## src/rtl/cvxif_issue_arbiter_pkg.sv

```systemverilog
// Shared constants and types for the CV-X-IF issue arbiter.
package cvxif_issue_arbiter_pkg;

  localparam int unsigned DefNrPorts = 2;
  localparam int unsigned DefIdWidth = 3;

  // Exception cause used for instructions the coprocessor refuses.
  localparam logic [5:0] ILLEGAL_INSTR = 6'd2;

  // Width of the port-index field that is prepended to the transaction id.
  function automatic int unsigned arb_pw(input int unsigned n);
    return (n > 1) ? $clog2(n) : 1;
  endfunction

  localparam int unsigned CVXIF_ARB_PW = arb_pw(DefNrPorts);

  // Coprocessor-side transaction tag at the default port count / id width.
  typedef struct packed {
    logic [CVXIF_ARB_PW-1:0] port_idx;
    logic [DefIdWidth-1:0]   trans_id;
  } cvxif_arb_tag_t;

endpackage

```

## src/rtl/cvxif_issue_arbiter_if.sv

```systemverilog
// Bundle of requester-side and coprocessor-side signals of the issue arbiter.
// Optional macro CVXIF_ARB_PERF_EN adds the per-port performance counter outputs.
interface cvxif_issue_arbiter_if
  import cvxif_issue_arbiter_pkg::*;
#(
  parameter int unsigned NrPorts   = 2,
  parameter int unsigned IdWidth   = 3,
  parameter int unsigned XlenWidth = 64
);
  localparam int unsigned PW = arb_pw(NrPorts);

  // requester side
  logic [NrPorts-1:0]              req_valid_i;
  logic [NrPorts-1:0]              req_ready_o;
  logic [NrPorts-1:0][31:0]        req_instr_i;
  logic [NrPorts-1:0][IdWidth-1:0] req_id_i;
  logic [NrPorts-1:0]              res_valid_o;
  logic [IdWidth-1:0]              res_id_o;
  logic [XlenWidth-1:0]            res_data_o;
  logic                            res_we_o;
  logic                            res_exc_o;
  logic [5:0]                      res_exccode_o;
  // coprocessor side
  logic                            x_issue_valid_o;
  logic                            x_issue_ready_i;
  logic                            x_issue_accept_i;
  logic [31:0]                     x_issue_instr_o;
  logic [PW+IdWidth-1:0]           x_issue_id_o;
  logic                            x_result_valid_i;
  logic [PW+IdWidth-1:0]           x_result_id_i;
  logic [XlenWidth-1:0]            x_result_data_i;
  logic                            x_result_we_i;
  logic                            x_result_exc_i;
  logic [5:0]                      x_result_exccode_i;
`ifdef CVXIF_ARB_PERF_EN
  logic [NrPorts-1:0][31:0]        perf_issue_o;
  logic [NrPorts-1:0][31:0]        perf_stall_o;
`endif

  // arbiter view
  modport slave (
`ifdef CVXIF_ARB_PERF_EN
    output perf_issue_o, perf_stall_o,
`endif
    input  req_valid_i, req_instr_i, req_id_i,
    output req_ready_o, res_valid_o, res_id_o, res_data_o, res_we_o, res_exc_o, res_exccode_o,
    output x_issue_valid_o, x_issue_instr_o, x_issue_id_o,
    input  x_issue_ready_i, x_issue_accept_i,
    input  x_result_valid_i, x_result_id_i, x_result_data_i, x_result_we_i, x_result_exc_i,
    input  x_result_exccode_i
  );

  // environment view (requesters + coprocessor)
  modport master (
`ifdef CVXIF_ARB_PERF_EN
    input  perf_issue_o, perf_stall_o,
`endif
    output req_valid_i, req_instr_i, req_id_i,
    input  req_ready_o, res_valid_o, res_id_o, res_data_o, res_we_o, res_exc_o, res_exccode_o,
    input  x_issue_valid_o, x_issue_instr_o, x_issue_id_o,
    output x_issue_ready_i, x_issue_accept_i,
    output x_result_valid_i, x_result_id_i, x_result_data_i, x_result_we_i, x_result_exc_i,
    output x_result_exccode_i
  );

endinterface

```

## src/rtl/cvxif_issue_arbiter_rr_arb_lock.sv

```systemverilog
// Round-robin arbiter that freezes its grant while the downstream stalls.
// The pointer advances past the winner only when the handshake completes.
module cvxif_issue_arbiter_rr_arb_lock #(
  parameter int unsigned NrPorts = 2,
  parameter int unsigned PW      = 1
) (
  input  logic               clk_i,
  input  logic               rst_i,
  input  logic [NrPorts-1:0] req_i,
  input  logic               ready_i,
  output logic               gnt_vld_o,
  output logic [PW-1:0]      gnt_idx_o
);

  logic [PW-1:0] rr_ptr_q;
  logic [PW-1:0] lock_idx_q;
  logic          locked_q;
  logic [PW-1:0] srch_idx;
  logic          srch_vld;

  // first requester found walking upward from rr_ptr, wrapping at NrPorts
  always_comb begin
    srch_vld = 1'b0;
    srch_idx = '0;
    for (int unsigned i = 0; i < NrPorts; i++) begin
      automatic int unsigned j    = (32'(rr_ptr_q) + i) % NrPorts;
      automatic logic [PW-1:0] cand = PW'(j);
      if (!srch_vld && req_i[cand]) begin
        srch_vld = 1'b1;
        srch_idx = cand;
      end
    end
  end

  // a held grant wins over the search, even if its port became ineligible
  assign gnt_vld_o = locked_q | srch_vld;
  assign gnt_idx_o = locked_q ? lock_idx_q : srch_idx;

  // lock on a stalled grant, rotate the pointer on completion
  always_ff @(posedge clk_i or posedge rst_i) begin
    if (rst_i) begin
      rr_ptr_q   <= '0;
      lock_idx_q <= '0;
      locked_q   <= 1'b0;
    end else if (gnt_vld_o) begin
      if (ready_i) begin
        rr_ptr_q <= (gnt_idx_o == PW'(NrPorts - 1)) ? '0 : gnt_idx_o + 1'b1;
        locked_q <= 1'b0;
      end else begin
        locked_q   <= 1'b1;
        lock_idx_q <= gnt_idx_o;
      end
    end
  end

endmodule

```

## src/rtl/cvxif_issue_arbiter.sv

```systemverilog
// Shares one CV-X-IF coprocessor port between NrPorts issue requesters:
// round-robin issue with stable grants, {port, id} tagging, per-port credit
// limit, result routing and synthesised illegal-instruction results.
// Optional macro CVXIF_ARB_PERF_EN adds per-port issue/stall counters.
module cvxif_issue_arbiter
  import cvxif_issue_arbiter_pkg::*;
#(
  parameter int unsigned NrPorts        = 2,
  parameter int unsigned IdWidth        = 3,
  parameter int unsigned MaxOutstanding = 4,
  parameter int unsigned XlenWidth      = 64
) (
  input logic                  clk_i,
  input logic                  rst_i,
  cvxif_issue_arbiter_if.slave bus
);

  localparam int unsigned PW = arb_pw(NrPorts);
  localparam int unsigned CW = $clog2(MaxOutstanding + 1);

  typedef struct packed {
    logic [PW-1:0]      port_idx;
    logic [IdWidth-1:0] trans_id;
  } tag_t;

  logic [NrPorts-1:0][CW-1:0]      credit_q;
  logic [NrPorts-1:0]              pend_ill_q;
  logic [NrPorts-1:0][IdWidth-1:0] pend_id_q;

  logic [NrPorts-1:0] elig;
  logic [NrPorts-1:0] issue_acc;
  logic [NrPorts-1:0] uflow;
  logic               gnt_vld;
  logic [PW-1:0]      gnt_idx;
  logic               issue_vld;
  logic               hs;
  tag_t               res_tag;
  logic               cop_fire;
  logic               ill_any;
  logic [PW-1:0]      ill_idx;
  logic               ill_fire;

  // ---------------- issue side ----------------
  for (genvar p = 0; p < NrPorts; p++) begin : g_elig
    assign elig[p] = bus.req_valid_i[p] && (credit_q[p] < CW'(MaxOutstanding)) && !pend_ill_q[p];
  end

  cvxif_issue_arbiter_rr_arb_lock #(
    .NrPorts (NrPorts),
    .PW      (PW)
  ) u_arb (
    .clk_i     (clk_i),
    .rst_i     (rst_i),
    .req_i     (elig),
    .ready_i   (bus.x_issue_ready_i),
    .gnt_vld_o (gnt_vld),
    .gnt_idx_o (gnt_idx)
  );

  // outputs are forced quiet while reset is asserted
  assign issue_vld           = gnt_vld && !rst_i;
  assign hs                  = issue_vld && bus.x_issue_ready_i;
  assign bus.x_issue_valid_o = issue_vld;
  assign bus.x_issue_instr_o = issue_vld ? bus.req_instr_i[gnt_idx] : '0;
  assign bus.x_issue_id_o    = issue_vld ? {gnt_idx, bus.req_id_i[gnt_idx]} : '0;

  for (genvar p = 0; p < NrPorts; p++) begin : g_rdy
    assign bus.req_ready_o[p] = hs && (gnt_idx == PW'(p));
    assign issue_acc[p]       = bus.req_ready_o[p] && bus.x_issue_accept_i;
  end

  // ---------------- result side ----------------
  assign res_tag  = tag_t'(bus.x_result_id_i);
  // results tagged with a nonexistent port are dropped and leave the bus free
  assign cop_fire = bus.x_result_valid_i && (32'(res_tag.port_idx) < NrPorts) && !rst_i;

  // lowest-index pending illegal result gets the bus
  always_comb begin
    ill_any = 1'b0;
    ill_idx = '0;
    for (int i = int'(NrPorts) - 1; i >= 0; i--) begin
      if (pend_ill_q[i]) begin
        ill_any = 1'b1;
        ill_idx = PW'(i);
      end
    end
  end

  assign ill_fire = ill_any && !cop_fire && !rst_i;

  // shared result bus: coprocessor results pass through, illegal results fill idle cycles
  always_comb begin
    bus.res_valid_o   = '0;
    bus.res_id_o      = '0;
    bus.res_data_o    = '0;
    bus.res_we_o      = 1'b0;
    bus.res_exc_o     = 1'b0;
    bus.res_exccode_o = '0;
    if (cop_fire) begin
      bus.res_valid_o[res_tag.port_idx] = 1'b1;
      bus.res_id_o      = res_tag.trans_id;
      bus.res_data_o    = bus.x_result_data_i;
      bus.res_we_o      = bus.x_result_we_i;
      bus.res_exc_o     = bus.x_result_exc_i;
      bus.res_exccode_o = bus.x_result_exccode_i;
    end else if (ill_fire) begin
      bus.res_valid_o[ill_idx] = 1'b1;
      bus.res_id_o      = pend_id_q[ill_idx];
      bus.res_exc_o     = 1'b1;
      bus.res_exccode_o = ILLEGAL_INSTR;
    end
  end

  // ---------------- per-port state ----------------
  for (genvar p = 0; p < NrPorts; p++) begin : g_port
    logic dec;
    logic rej;
    logic clr;

    assign dec      = cop_fire && (res_tag.port_idx == PW'(p));
    assign rej      = bus.req_ready_o[p] && !bus.x_issue_accept_i;
    assign clr      = ill_fire && (ill_idx == PW'(p));
    assign uflow[p] = dec && (credit_q[p] == '0);

    // outstanding credits: +1 on accepted issue, -1 on result, saturating at 0
    always_ff @(posedge clk_i or posedge rst_i) begin
      if (rst_i) begin
        credit_q[p] <= '0;
      end else if (issue_acc[p] && !dec) begin
        credit_q[p] <= credit_q[p] + 1'b1;
      end else if (!issue_acc[p] && dec && (credit_q[p] != '0)) begin
        credit_q[p] <= credit_q[p] - 1'b1;
      end
    end

    // remember a rejected issue until its illegal result is sent
    always_ff @(posedge clk_i or posedge rst_i) begin
      if (rst_i) begin
        pend_ill_q[p] <= 1'b0;
        pend_id_q[p]  <= '0;
      end else if (rej) begin
        pend_ill_q[p] <= 1'b1;
        pend_id_q[p]  <= bus.req_id_i[p];
      end else if (clr) begin
        pend_ill_q[p] <= 1'b0;
      end
    end
  end

  // a result for a port with no outstanding transaction means a broken coprocessor
  a_no_uflow : assert property (@(posedge clk_i) disable iff (rst_i) uflow == '0)
    else $error("cvxif_issue_arbiter: credit underflow");

`ifdef CVXIF_ARB_PERF_EN
  for (genvar p = 0; p < NrPorts; p++) begin : g_perf
    logic [31:0] issue_cnt_q;
    logic [31:0] stall_cnt_q;

    // wrapping counters of accepted issues and cycles spent waiting for a grant
    always_ff @(posedge clk_i or posedge rst_i) begin
      if (rst_i) begin
        issue_cnt_q <= '0;
        stall_cnt_q <= '0;
      end else begin
        if (issue_acc[p]) issue_cnt_q <= issue_cnt_q + 32'd1;
        if (bus.req_valid_i[p] && !bus.req_ready_o[p]) stall_cnt_q <= stall_cnt_q + 32'd1;
      end
    end

    assign bus.perf_issue_o[p] = issue_cnt_q;
    assign bus.perf_stall_o[p] = stall_cnt_q;
  end
`endif

endmodule

```

## src/flat_wrapper.sv

```systemverilog
// flat-port wrapper written by rule: the top's interface ports become plain ports
module cvxif_issue_arbiter_flat import cvxif_issue_arbiter_pkg::*;
#(
  parameter int unsigned NrPorts        = 2,
  parameter int unsigned IdWidth        = 3,
  parameter int unsigned MaxOutstanding = 4,
  parameter int unsigned XlenWidth      = 64
)
  (clk_i, rst_i, bus_req_valid_i, bus_req_instr_i, bus_req_id_i, bus_req_ready_o, bus_res_valid_o, bus_res_id_o, bus_res_data_o, bus_res_we_o, bus_res_exc_o, bus_res_exccode_o, bus_x_issue_valid_o, bus_x_issue_instr_o, bus_x_issue_id_o, bus_x_issue_ready_i, bus_x_issue_accept_i, bus_x_result_valid_i, bus_x_result_id_i, bus_x_result_data_i, bus_x_result_we_i, bus_x_result_exc_i, bus_x_result_exccode_i);
  cvxif_issue_arbiter_if #(.NrPorts(NrPorts), .IdWidth(IdWidth), .XlenWidth(XlenWidth)) bus_i ();
  input logic clk_i;
  input logic rst_i;
  input wire logic [$bits(bus_i.req_valid_i)-1:0] bus_req_valid_i;
  input wire logic [$bits(bus_i.req_instr_i)-1:0] bus_req_instr_i;
  input wire logic [$bits(bus_i.req_id_i)-1:0] bus_req_id_i;
  output wire logic [$bits(bus_i.req_ready_o)-1:0] bus_req_ready_o;
  output wire logic [$bits(bus_i.res_valid_o)-1:0] bus_res_valid_o;
  output wire logic [$bits(bus_i.res_id_o)-1:0] bus_res_id_o;
  output wire logic [$bits(bus_i.res_data_o)-1:0] bus_res_data_o;
  output wire logic [$bits(bus_i.res_we_o)-1:0] bus_res_we_o;
  output wire logic [$bits(bus_i.res_exc_o)-1:0] bus_res_exc_o;
  output wire logic [$bits(bus_i.res_exccode_o)-1:0] bus_res_exccode_o;
  output wire logic [$bits(bus_i.x_issue_valid_o)-1:0] bus_x_issue_valid_o;
  output wire logic [$bits(bus_i.x_issue_instr_o)-1:0] bus_x_issue_instr_o;
  output wire logic [$bits(bus_i.x_issue_id_o)-1:0] bus_x_issue_id_o;
  input wire logic [$bits(bus_i.x_issue_ready_i)-1:0] bus_x_issue_ready_i;
  input wire logic [$bits(bus_i.x_issue_accept_i)-1:0] bus_x_issue_accept_i;
  input wire logic [$bits(bus_i.x_result_valid_i)-1:0] bus_x_result_valid_i;
  input wire logic [$bits(bus_i.x_result_id_i)-1:0] bus_x_result_id_i;
  input wire logic [$bits(bus_i.x_result_data_i)-1:0] bus_x_result_data_i;
  input wire logic [$bits(bus_i.x_result_we_i)-1:0] bus_x_result_we_i;
  input wire logic [$bits(bus_i.x_result_exc_i)-1:0] bus_x_result_exc_i;
  input wire logic [$bits(bus_i.x_result_exccode_i)-1:0] bus_x_result_exccode_i;
  assign bus_i.req_valid_i = bus_req_valid_i;
  assign bus_i.req_instr_i = bus_req_instr_i;
  assign bus_i.req_id_i = bus_req_id_i;
  assign bus_req_ready_o = bus_i.req_ready_o;
  assign bus_res_valid_o = bus_i.res_valid_o;
  assign bus_res_id_o = bus_i.res_id_o;
  assign bus_res_data_o = bus_i.res_data_o;
  assign bus_res_we_o = bus_i.res_we_o;
  assign bus_res_exc_o = bus_i.res_exc_o;
  assign bus_res_exccode_o = bus_i.res_exccode_o;
  assign bus_x_issue_valid_o = bus_i.x_issue_valid_o;
  assign bus_x_issue_instr_o = bus_i.x_issue_instr_o;
  assign bus_x_issue_id_o = bus_i.x_issue_id_o;
  assign bus_i.x_issue_ready_i = bus_x_issue_ready_i;
  assign bus_i.x_issue_accept_i = bus_x_issue_accept_i;
  assign bus_i.x_result_valid_i = bus_x_result_valid_i;
  assign bus_i.x_result_id_i = bus_x_result_id_i;
  assign bus_i.x_result_data_i = bus_x_result_data_i;
  assign bus_i.x_result_we_i = bus_x_result_we_i;
  assign bus_i.x_result_exc_i = bus_x_result_exc_i;
  assign bus_i.x_result_exccode_i = bus_x_result_exccode_i;
  cvxif_issue_arbiter #(.NrPorts(NrPorts), .IdWidth(IdWidth), .MaxOutstanding(MaxOutstanding), .XlenWidth(XlenWidth)) u_core (.clk_i(clk_i), .rst_i(rst_i), .bus(bus_i));
endmodule
```

## config.mk

```make
export PLATFORM = sky130hd
export DESIGN_NAME = cvxif_issue_arbiter_flat
export DESIGN_NICKNAME = d
export VERILOG_FILES = /design/src/rtl/cvxif_issue_arbiter_pkg.sv /design/src/rtl/cvxif_issue_arbiter_if.sv /design/src/rtl/cvxif_issue_arbiter_rr_arb_lock.sv /design/src/rtl/cvxif_issue_arbiter.sv /design/src/flat_wrapper.sv
export SDC_FILE = /design/constraint.sdc
export NUM_CORES = 1
export LEC_CHECK = 0
export CAP_MARGIN = 20
export CORE_AREA = 2 2 105 107
export CTS_CLUSTER_DIAMETER = 80
export DETAILED_ROUTE_END_ITERATION = 8
export DIE_AREA = 0 0 107 109
export PLACE_DENSITY = 0.67
export SETUP_SLACK_MARGIN = 0.1
export SLEW_MARGIN = 25
export SYNTH_ARGS = -nofsm -noshare
export SYNTH_HDL_FRONTEND = slang
export SYNTH_SLANG_ARGS = --single-unit
```

## constraint.sdc

```tcl
create_clock -name clk_i -period 7.76 [get_ports clk_i]
set_clock_uncertainty 0.05 [all_clocks]
set_input_delay 1.552 -clock clk_i [delete_from_list [all_inputs] [get_ports clk_i]]
set_output_delay 1.552 -clock clk_i [all_outputs]
set_load 0.005 [all_outputs]
```

==> run metrics <==
crit start category input port; max frequency 169 MHz; Worst setup EP type output pin; detailed-route via count 3201; Num CTS Buffers 3; worst setup margin 1.86 ns; CTS root buffer clkbuf_8; Crit path required time 6.16 ns; DR DRC count 0; Synth cell types 48; Setup Crit Path Kind in2out; reg-to-reg startpoint u_core.credit_q[5]; Starting Density 20.9%; CTS Hold Bufs 0; DR iter-0 viols 191; # rows 38; Setup Fix Bufs, Post-CTS 0; worst min-delay path category reg2reg; worst skew pair latency 0.25 ns; cell area power density 156 nW/um^2; gpl congestion 0.779; Area Growth Syn to Fin 128%; Seq/Total Area, Yosys 19.2%; Final min period 5.90 ns; layout cell share with drive strength beyond 1 4.68%; height of the die 109 um; number of synthesized register bits 17; Synth Instances 328; top cells by count, synth 88 x nand2_1, 71 x and2_1, 38 x a21oi_1, 17 x dfrtp_1, 13 x clkbuf_1; final hold slack 0.460 ns; worst hold stages 1; dpl hpwl 8380 um; Mapped Area 2220 sq um; H-tree lvl count 1; unrepaired setup endpoints after global routing no; n_diodes 0; Max VDD drop 0.0758 mV; critical path peak fanout 34; Worst Setup SP bus_req_valid_i[1]; clk slew on worst S/H paths 0.07 ns; Total Routed Length 10500 um; predominant post-synthesis flop cell dfrtp_1; Ys Warns 0; vias in the first global route 3017; outcome finished, final reports clean; CTS tree built; top-area cell type share of the netlist area 20.0%; post_cts resized 0; FF-to-FF path depth 8; Net Count, Synth 483; first-pass GRT wire length 15300 um; CTS Sinks 17; fin util 47.7%; setup TNS 0 ns; Slew Viols, Final 0; Fin. Hold Viols 0; max-cap violations 0; flop2flop setup slack 4.49 ns; leak pwr 1.98 nW; core area 10600 sq um; Reg-to-Reg End u_core.credit_q[5]; Worst Tran Pin Value 0.959 ns; final worst-path cycle share 76.0%; Setup Slack @ Placement 1.84 ns; largest cells by area after synthesis and2_1 20%, dfrtp_1 19%, nand2_1 15%; GRT Total Usage 16.1%; wire per inst 14.6 um; CTS Buffer Depth 2; initial antenna violation count 0; top-count cell post-synth nand2_1; Antenna Violating Nets Remaining 0; Worst Path Arrival 4.30 ns; pin count of the biggest net entering global routing 77; grt ovf 0; die area 11700 sq um; Rel. slew slack 36.0%; Synth area leader and2_1; # setup viols final 0; IO Port Bufs 268; routed vias/inst 4.46; Async SR Flop Fraction 100%; Avg Inst Size Synth 6.76 sq um; number of enable flip-flop cells after synthesis 0; Pre-antenna DRT Iters 5; CP endpoint bus_x_issue_instr_o[25]; # IOs 269; nets 733; die boundary width 107 um
==> area by class of cell <==
cell class | instances | area [sq um]
clock buffer | 3 | 41.3
clock inverter | 1 | 5.00
fill | 1036 | 5550
inverter | 5 | 18.8
multi-input combinational | 280 | 1660
sequential | 17 | 425
tap | 140 | 175
timing repair buffer | 271 | 2730
==> registers in the layout, summed over array words and instances (netlist names) <==
signal and cells:
u_core.pend_ill_q 2, u_core.u_arb.rr_ptr_q 1, u_core.pend_id_q 6, u_core.u_arb.locked_q 1
u_core.u_arb.lock_idx_q 1, u_core.credit_q 6
==> worst max-delay path, stage by stage <==
cell and delay, ns:
clkdlybuf4s50_1 0.48, or4b_4 0.47, a22oi_2 0.55, buf_4 0.45, nand2_1 0.10, a21oi_1 0.16
clkdlybuf4s50_1 0.53
==> metal layers <==
metal	up-vias	routed length, um	track usage, %
met3	6	811	3.47
met1	1441	4300	20.5
met4	0	57	2.41
met2	147	5310	28.5
met5	-	0	0
li1	1607	-	-
==> where the power goes <==
part           internal, mW  switching [mW]  leakage (nW)
Sequential            0.127          0.0536         0.212
Clock                0.0357          0.0334        0.0255
Combinational         0.302           0.238          1.74
Total                 0.464           0.325          1.98
==> logic make-up (layout without fill, tap and decap cells) <==
logic type      Yosys count  after routing  share of synthesized area, %
fa+ha+maj                 2              2                          1.81
buf+inv                  31            280                          6.44
mux                       7              7                          3.56
compound gates           70             70                          20.5
simple gates            201            201                          48.5
flops                    17             17                          19.2
==> placed cells by master (no fill, tap or decap), types with 3 or more instances in the layout <==
master	instances
mux2_2	7
and2_1	71
o211ai_1	4
clkdlybuf4s50_1	268
inv_1	5
nor2_1	9
a21oi_1	38
nand3_1	5
a32oi_1	3
nor3_1	7
nand2_1	88
o21ai_0	3
nand3b_1	3
clkbuf_8	3
dfrtp_1	17
==> worst min path at each step <==
stage / start / to / slack (ns)
3_3_place_gp: u_core.pend_id_q[4] / u_core.pend_id_q[4] / 0.44
5_1_grt: u_core.pend_id_q[3] / u_core.pend_id_q[3] / 0.47
4_1_cts: u_core.pend_id_q[5] / u_core.pend_id_q[5] / 0.46
2_1_floorplan: u_core.pend_id_q[2] / u_core.pend_id_q[2] / 0.43
6_report: u_core.pend_id_q[3] / u_core.pend_id_q[3] / 0.46
3_5_place_dp: u_core.pend_id_q[5] / u_core.pend_id_q[5] / 0.45
==> per-stage QoR <==
step	std cells	instance area (sq um)	total power, mW
2_1_floorplan	328	2220	0.448
3_3_place_gp	712	4980	0.705
3_5_place_dp	712	4980	0.720
4_1_cts	716	5030	0.793
5_1_grt	717	5050	0.858
6_report	717	5050	0.790
Note: power is estimated with default switching activity, not from simulation.
